[config.mk]
export PLATFORM = sky130hd
export DESIGN_NAME = load_unit
export DESIGN_NICKNAME = d
export VERILOG_FILES = /design/src/rtl/load_pkg.sv /design/src/rtl/load_extract.sv /design/src/rtl/load_unit.sv
export SDC_FILE = /design/constraint.sdc
export NUM_CORES = 1
export LEC_CHECK = 0
export ABC_AREA = 1
export CAP_MARGIN = 10
export CORE_AREA = 2 2 87 152
export DETAILED_ROUTE_END_ITERATION = 8
export DIE_AREA = 0 0 89 154
export PLACE_DENSITY = 0.61
export SLEW_MARGIN = 15
export SYNTH_ARGS = -nofsm -noshare
export SYNTH_HDL_FRONTEND = slang
export SYNTH_HIERARCHICAL = 1
export SYNTH_SLANG_ARGS = --single-unit
export TNS_END_PERCENT = 20
[constraint.sdc]
create_clock -name i_Clk -period 3.9 [get_ports i_Clk]
set_clock_uncertainty 0.15 [all_clocks]
set_input_delay 0.975 -clock i_Clk [delete_from_list [all_inputs] [get_ports i_Clk]]
set_output_delay 0.975 -clock i_Clk [all_outputs]
set_load 0.01 [all_outputs]
[src/rtl/load_pkg.sv]
// Shared FSM state type and RISC-V load funct3 encodings for the load unit.
package load_pkg;

    typedef enum logic [1:0] {
        IDLE = 2'd0,
        REQ  = 2'd1,
        DONE = 2'd2
    } state_t;

    localparam logic [2:0] F3_LB  = 3'b000;
    localparam logic [2:0] F3_LH  = 3'b001;
    localparam logic [2:0] F3_LW  = 3'b010;
    localparam logic [2:0] F3_LBU = 3'b100;
    localparam logic [2:0] F3_LHU = 3'b101;

endpackage

[src/rtl/load_extract.sv]
// Combinational lane select and sign/zero extension for a little-endian load,
// plus the misalignment and illegal-funct3 checks for the same request.
module load_extract
    import load_pkg::*;
(
    input  logic [2:0]  funct3,
    input  logic [1:0]  addr_lo,
    input  logic [31:0] word,
    output logic [31:0] result,
    output logic        misaligned,
    output logic        illegal
);

    logic [7:0]  byte_val;
    logic [15:0] half_val;

    always_comb begin
        byte_val   = 8'h00;
        half_val   = addr_lo[1] ? word[31:16] : word[15:0];
        result     = 32'h0000_0000;
        misaligned = 1'b0;
        illegal    = 1'b0;

        case (addr_lo)
            2'd0:    byte_val = word[7:0];
            2'd1:    byte_val = word[15:8];
            2'd2:    byte_val = word[23:16];
            default: byte_val = word[31:24];
        endcase

        case (funct3)
            F3_LB:   result = {{24{byte_val[7]}}, byte_val};
            F3_LBU:  result = {24'h000000, byte_val};
            F3_LH: begin
                result     = {{16{half_val[15]}}, half_val};
                misaligned = addr_lo[0];
            end
            F3_LHU: begin
                result     = {16'h0000, half_val};
                misaligned = addr_lo[0];
            end
            F3_LW: begin
                result     = word;
                misaligned = (addr_lo != 2'b00);
            end
            default: illegal = 1'b1;
        endcase
    end

endmodule

[src/rtl/load_unit.sv]
// Multi-cycle load unit: one word read over a req/ack handshake, then byte/half
// extraction; rejects bad requests and times out a silent memory.
module load_unit
    import load_pkg::*;
#(
    parameter int TIMEOUT_CYCLES = 255
) (
    input  logic        i_Clk,
    input  logic        i_Reset,
    input  logic        i_Start,
    input  logic [31:0] i_Addr,
    input  logic [2:0]  i_Funct3,
    output logic        o_Busy,
    output logic        o_Done,
    output logic        o_Err,
    output logic [31:0] o_Data,
    output logic        o_MemReq,
    output logic [31:0] o_MemAddr,
    input  logic        i_MemAck,
    input  logic [31:0] i_MemRData
);

    localparam int CNT_W = $clog2(TIMEOUT_CYCLES + 1);
    localparam logic [CNT_W-1:0] CNT_LAST = CNT_W'(TIMEOUT_CYCLES - 1);

    state_t           state;
    state_t           next_state;
    logic [CNT_W-1:0] cnt;
    logic [1:0]       addr_lo_q;
    logic [2:0]       funct3_q;
    logic [2:0]       sel_funct3;
    logic [1:0]       sel_addr_lo;
    logic [31:0]      ext_result;
    logic             ext_misaligned;
    logic             ext_illegal;
    logic             reject;
    logic             timed_out;

    // In IDLE the extractor checks the incoming request; afterwards it works on the latched one.
    assign sel_funct3  = (state == IDLE) ? i_Funct3    : funct3_q;
    assign sel_addr_lo = (state == IDLE) ? i_Addr[1:0] : addr_lo_q;

    load_extract u_extract (
        .funct3     (sel_funct3),
        .addr_lo    (sel_addr_lo),
        .word       (i_MemRData),
        .result     (ext_result),
        .misaligned (ext_misaligned),
        .illegal    (ext_illegal)
    );

    assign reject    = ext_misaligned | ext_illegal;
    assign timed_out = (cnt == CNT_LAST);

    assign o_Busy   = (state != IDLE);
    assign o_Done   = (state == DONE);
    assign o_MemReq = (state == REQ);

    always_ff @(posedge i_Clk or negedge i_Reset) begin
        if (!i_Reset) begin
            state <= IDLE;
        end else begin
            state <= next_state;
        end
    end

    always_comb begin
        next_state = state;
        case (state)
            IDLE: begin
                if (i_Start) begin
                    next_state = reject ? DONE : REQ;
                end
            end
            REQ: begin
                if (i_MemAck || timed_out) begin
                    next_state = DONE;
                end
            end
            DONE:    next_state = IDLE;
            default: next_state = IDLE;
        endcase
    end

    always_ff @(posedge i_Clk or negedge i_Reset) begin
        if (!i_Reset) begin
            cnt       <= '0;
            addr_lo_q <= 2'b00;
            funct3_q  <= 3'b000;
            o_Err     <= 1'b0;
            o_Data    <= 32'h0000_0000;
            o_MemAddr <= 32'h0000_0000;
        end else begin
            case (state)
                IDLE: begin
                    if (i_Start) begin
                        addr_lo_q <= i_Addr[1:0];
                        funct3_q  <= i_Funct3;
                        cnt       <= '0;
                        if (reject) begin
                            o_Err  <= 1'b1;
                            o_Data <= 32'h0000_0000;
                        end else begin
                            o_MemAddr <= {i_Addr[31:2], 2'b00};
                        end
                    end
                end
                REQ: begin
                    cnt <= cnt + CNT_W'(1);
                    // An ack in the final counted cycle still completes the load.
                    if (i_MemAck) begin
                        o_Err  <= 1'b0;
                        o_Data <= ext_result;
                    end else if (timed_out) begin
                        o_Err  <= 1'b1;
                        o_Data <= 32'h0000_0000;
                    end
                end
                default: ;
            endcase
        end
    end

endmodule

==> flow_metrics.tcl <==
set metrics [dict create \
    drive_above_1_share 0.0643 \
    outcome "complete, no violations" \
    grt-ovfl-total 0 \
    r2r_cells 15 \
    num_vias 4207 \
    fin_crit_sh 0.796 \
    grt_most_used_layer "met2" \
    drt_iter0_markers 188 \
    areaGrowthSynthToFinish_pct 40.2 \
    use_met1 0.207 \
    path_clk_slew_ns 0.06 \
    netSwitchingFraction 0.422 \
    ys_seq_elements 78 \
    min_to "o_MemAddr[6]$_DFFE_PN0P_" \
    fin_crit_ns 3.10 \
    grt_setup_unrepaired "false" \
    postSynthCellCount 619 \
    crit_fanout 34 \
    track_usage 0.176 \
    coreArea_mm2 0.0124 \
    synth.top_cell.area_share 0.454 \
    worstPathCellList "clkdlybuf4s50_1 -> inv_1 -> o21ai_0 -> inv_1 -> nand3_2 -> inv_1 -> nor2_1 -> nor2_2 -> nand2_1 -> nand2_1 -> inv_1 -> nand2_4 -> nand2_1 -> nand2_1" \
    clock_latency_ns 0.33 \
    power_switching_w 0.00203 \
    die-area_mm2 0.0137 \
    wl_per_cell_um 13.0 \
    clockBufferDepth 2 \
    utilization 0.485 \
    synth_top_cell_by_area "dfrtp_1" \
    dieWidth_um 89 \
    grt_antenna_before_repair 0 \
    die_y_um 154 \
    cts-root-buf "clkbuf_16" \
    antennaDiodeCount 0 \
    clock-sinks 78 \
    power_frac_seq 0.282 \
    initial_utilization 0.346 \
    drcViolationCount 0 \
    holdPathStages 2 \
    htree_levels 3 \
    grt_first_pass_wirelength_mm 19.1 \
    hp-class "flop to flop" \
    pwr-share-comb 0.539 \
    critPathBufInv 5 \
    instances_no_fill 915 \
    rows 54 \
    numPortBuffers 136 \
    met3_usage 0.0349 \
    setup_viol 0 \
    postCtsResizedCells 0 \
    syn-mean-instance-area_um2 6.94 \
    drv_slew 0 \
    synthTopCellsByArea "dfrtp_1 45%, nand2_1 26%, nand3_1 6.2%, inv_1 4.6%, nor2_1 3.7%" \
    cts-buffers-inserted 9 \
    crit_family "buffers and inverters" \
    cap_viol_max_count 0 \
    path_class "primary input to flop" \
    whs_ns 0.317 \
    cp.arrival_ns 3.23 \
    slowest_stage "clkdlybuf4s50_1" \
    grt_pass1_vias 3991 \
    grt_max_degree 79 \
    leakagePower_nw 3.23 \
    cp-start-kind "primary input" \
    slew-limit-headroom 0.356 \
    syn_area_mm2 0.00430 \
    grtUsageMet2 0.312 \
    cts_tree "yes" \
    irDropWorstVdd_mv 0.311 \
    ys_seq_area_frac 0.454 \
    vias_per_cell 4.60 \
    required_ns 4.02 \
    intPower_w 0.00278 \
    max_freq_mhz 322 \
    clock_power_share 0.179 \
    place.gp.congestion 0.928 \
    cp_slowest_stage_delay_ns 0.40 \
    drt_pre_antenna_iters 5 \
    hold_viol_final 0 \
    rrSetupSlack_ns 0.94 \
    fin_tns_setup_ns 0 \
    min_from "o_MemAddr[6]$_DFFE_PN0P_" \
    ys_warn_count 6 \
    fin_nets 816 \
    ios 139 \
    n_fill_cell 1318 \
    cts_hold_buffers 0 \
    rr_endpoint "o_Data[3]$_DFFE_PN0P_" \
    synth_cell_types 26 \
    dpl.cell_count 900 \
    power_density_mw_per_mm2 799 \
    drt-total-wl_mm 11.9 \
    antenna_left 0 \
    postCtsSetupBuffers 0 \
    tightestPinTransition_ns 0.965 \
    post-dp-hpwl_mm 9.25 \
    cp-end-kind "flop" \
    r2r-start "state[0]$_DFFE_PN0P_" \
]
[synth_stat cells (all sizes together)]
cell type  count
ha             2
o21ai         15
conb           1
dfrtp         78
nor3           1
nand2        317
clkbuf         6
clkinv         1
buf           24
a22oi          1
xor2           2
nand3         55
inv           59
nor2          46
nand4          9
a21oi          2
[cell families after synthesis]
family	count (synthesis)	share of synthesized area
AND/OR/NAND/NOR	428	0.414
buffers and inverters	90	0.0999
flip-flops	78	0.454
AO/OA/AOI/OAI	18	0.0215
XOR/XNOR	2	0.00408
adder cells (fa/ha/maj)	2	0.00582
other	1	0.000873
[worst register-to-register path, cell delays in order, from the launching register on]
cell,delay [ns]
dfrtp_1,0.40
nor2_1,0.25
inv_1,0.22
nand2_1,0.09
o21ai_0,0.12
inv_1,0.28
nand3_2,0.16
inv_1,0.27
nor2_1,0.09
nor2_2,0.16
nand2_1,0.07
nand2_1,0.07
inv_1,0.07
nand2_4,0.31
nand2_1,0.12
nand2_1,0.07
[cells in the final DEF, fill, tap and decap left out, drive strengths merged]
master	n
clkdlybuf4s50	135
inv	59
nand2	317
buf	7
bufinv	2
ha	2
nor2	46
nand3	55
dfrtp	78
o21ai	15
conb	2
clkbuf	11
nand4	9
clkinvlp	1
clkinv	2
a22oi	1
a21oi	2
xor2	2
nor3	1
[power by group through the flow]
stage,Clock (W),Sequential (W),Combinational [W]
after floorplan,0,0.00148,0.00148
after global placement,0,0.00136,0.00258
final,0.000863,0.00136,0.00259
after detailed placement,0,0.00138,0.00262
after global routing,0.000928,0.00140,0.00292
after CTS,0.000885,0.00136,0.00262
[flip-flops by register name (all words and copies together) (netlist names)]
signal and count:
o_Data 32, o_MemAddr 30, cnt 8, funct3_q 3
addr_lo_q 2, state 2, o_Err 1
[per-stage QoR]
step	worst slack (ns)	power [W]	cell area, µm²
2_1_floorplan	0.936	0.00296	4300
3_3_place_gp	0.498	0.00394	5720
3_5_place_dp	0.458	0.00399	5720
4_1_cts	0.807	0.00487	6030
5_1_grt	0.547	0.00524	6030
6_report	0.796	0.00481	6030
[final cells by class]
| class | count | area, µm² | area share |
|---|---|---|---|
| Clock buffer | 11 | 233 | 0.0386 |
| Clock inverter | 4 | 72.6 | 0.0120 |
| Inverter | 60 | 231 | 0.0384 |
| Multi-Input combinational cell | 452 | 1920 | 0.319 |
| Sequential cell | 78 | 1950 | 0.324 |
| Tap cell | 168 | 210 | 0.0349 |
| Timing Repair Buffer | 142 | 1400 | 0.233 |
[how the worst max path moves through the flow]
stage,from,end,slack [ns],cells after the start
after floorplan,i_Funct3[0],o_Err$_DFFE_PN0P_,0.94,15
after global placement,i_Funct3[2],o_Data[0]$_DFFE_PN0P_,0.50,14
after detailed placement,i_Funct3[2],o_Data[3]$_DFFE_PN0P_,0.46,14
after CTS,i_Funct3[2],o_Data[12]$_DFFE_PN0P_,0.81,14
after global routing,i_Funct3[2],o_Data[11]$_DFFE_PN0P_,0.55,14
final,i_Funct3[2],o_Data[3]$_DFFE_PN0P_,0.80,14
[metal layers]
metal / vias to the layer above / part of all wire / wire, µm
met5: - / 0 / 0
met4: 0 / 0.017 / 197
met2: 150 / 0.52 / 6240
met3: 18 / 0.060 / 720
li1: 2128 / - / -
met1: 1911 / 0.40 / 4760
No activity file was read; power rests on OpenSTA's default activity.
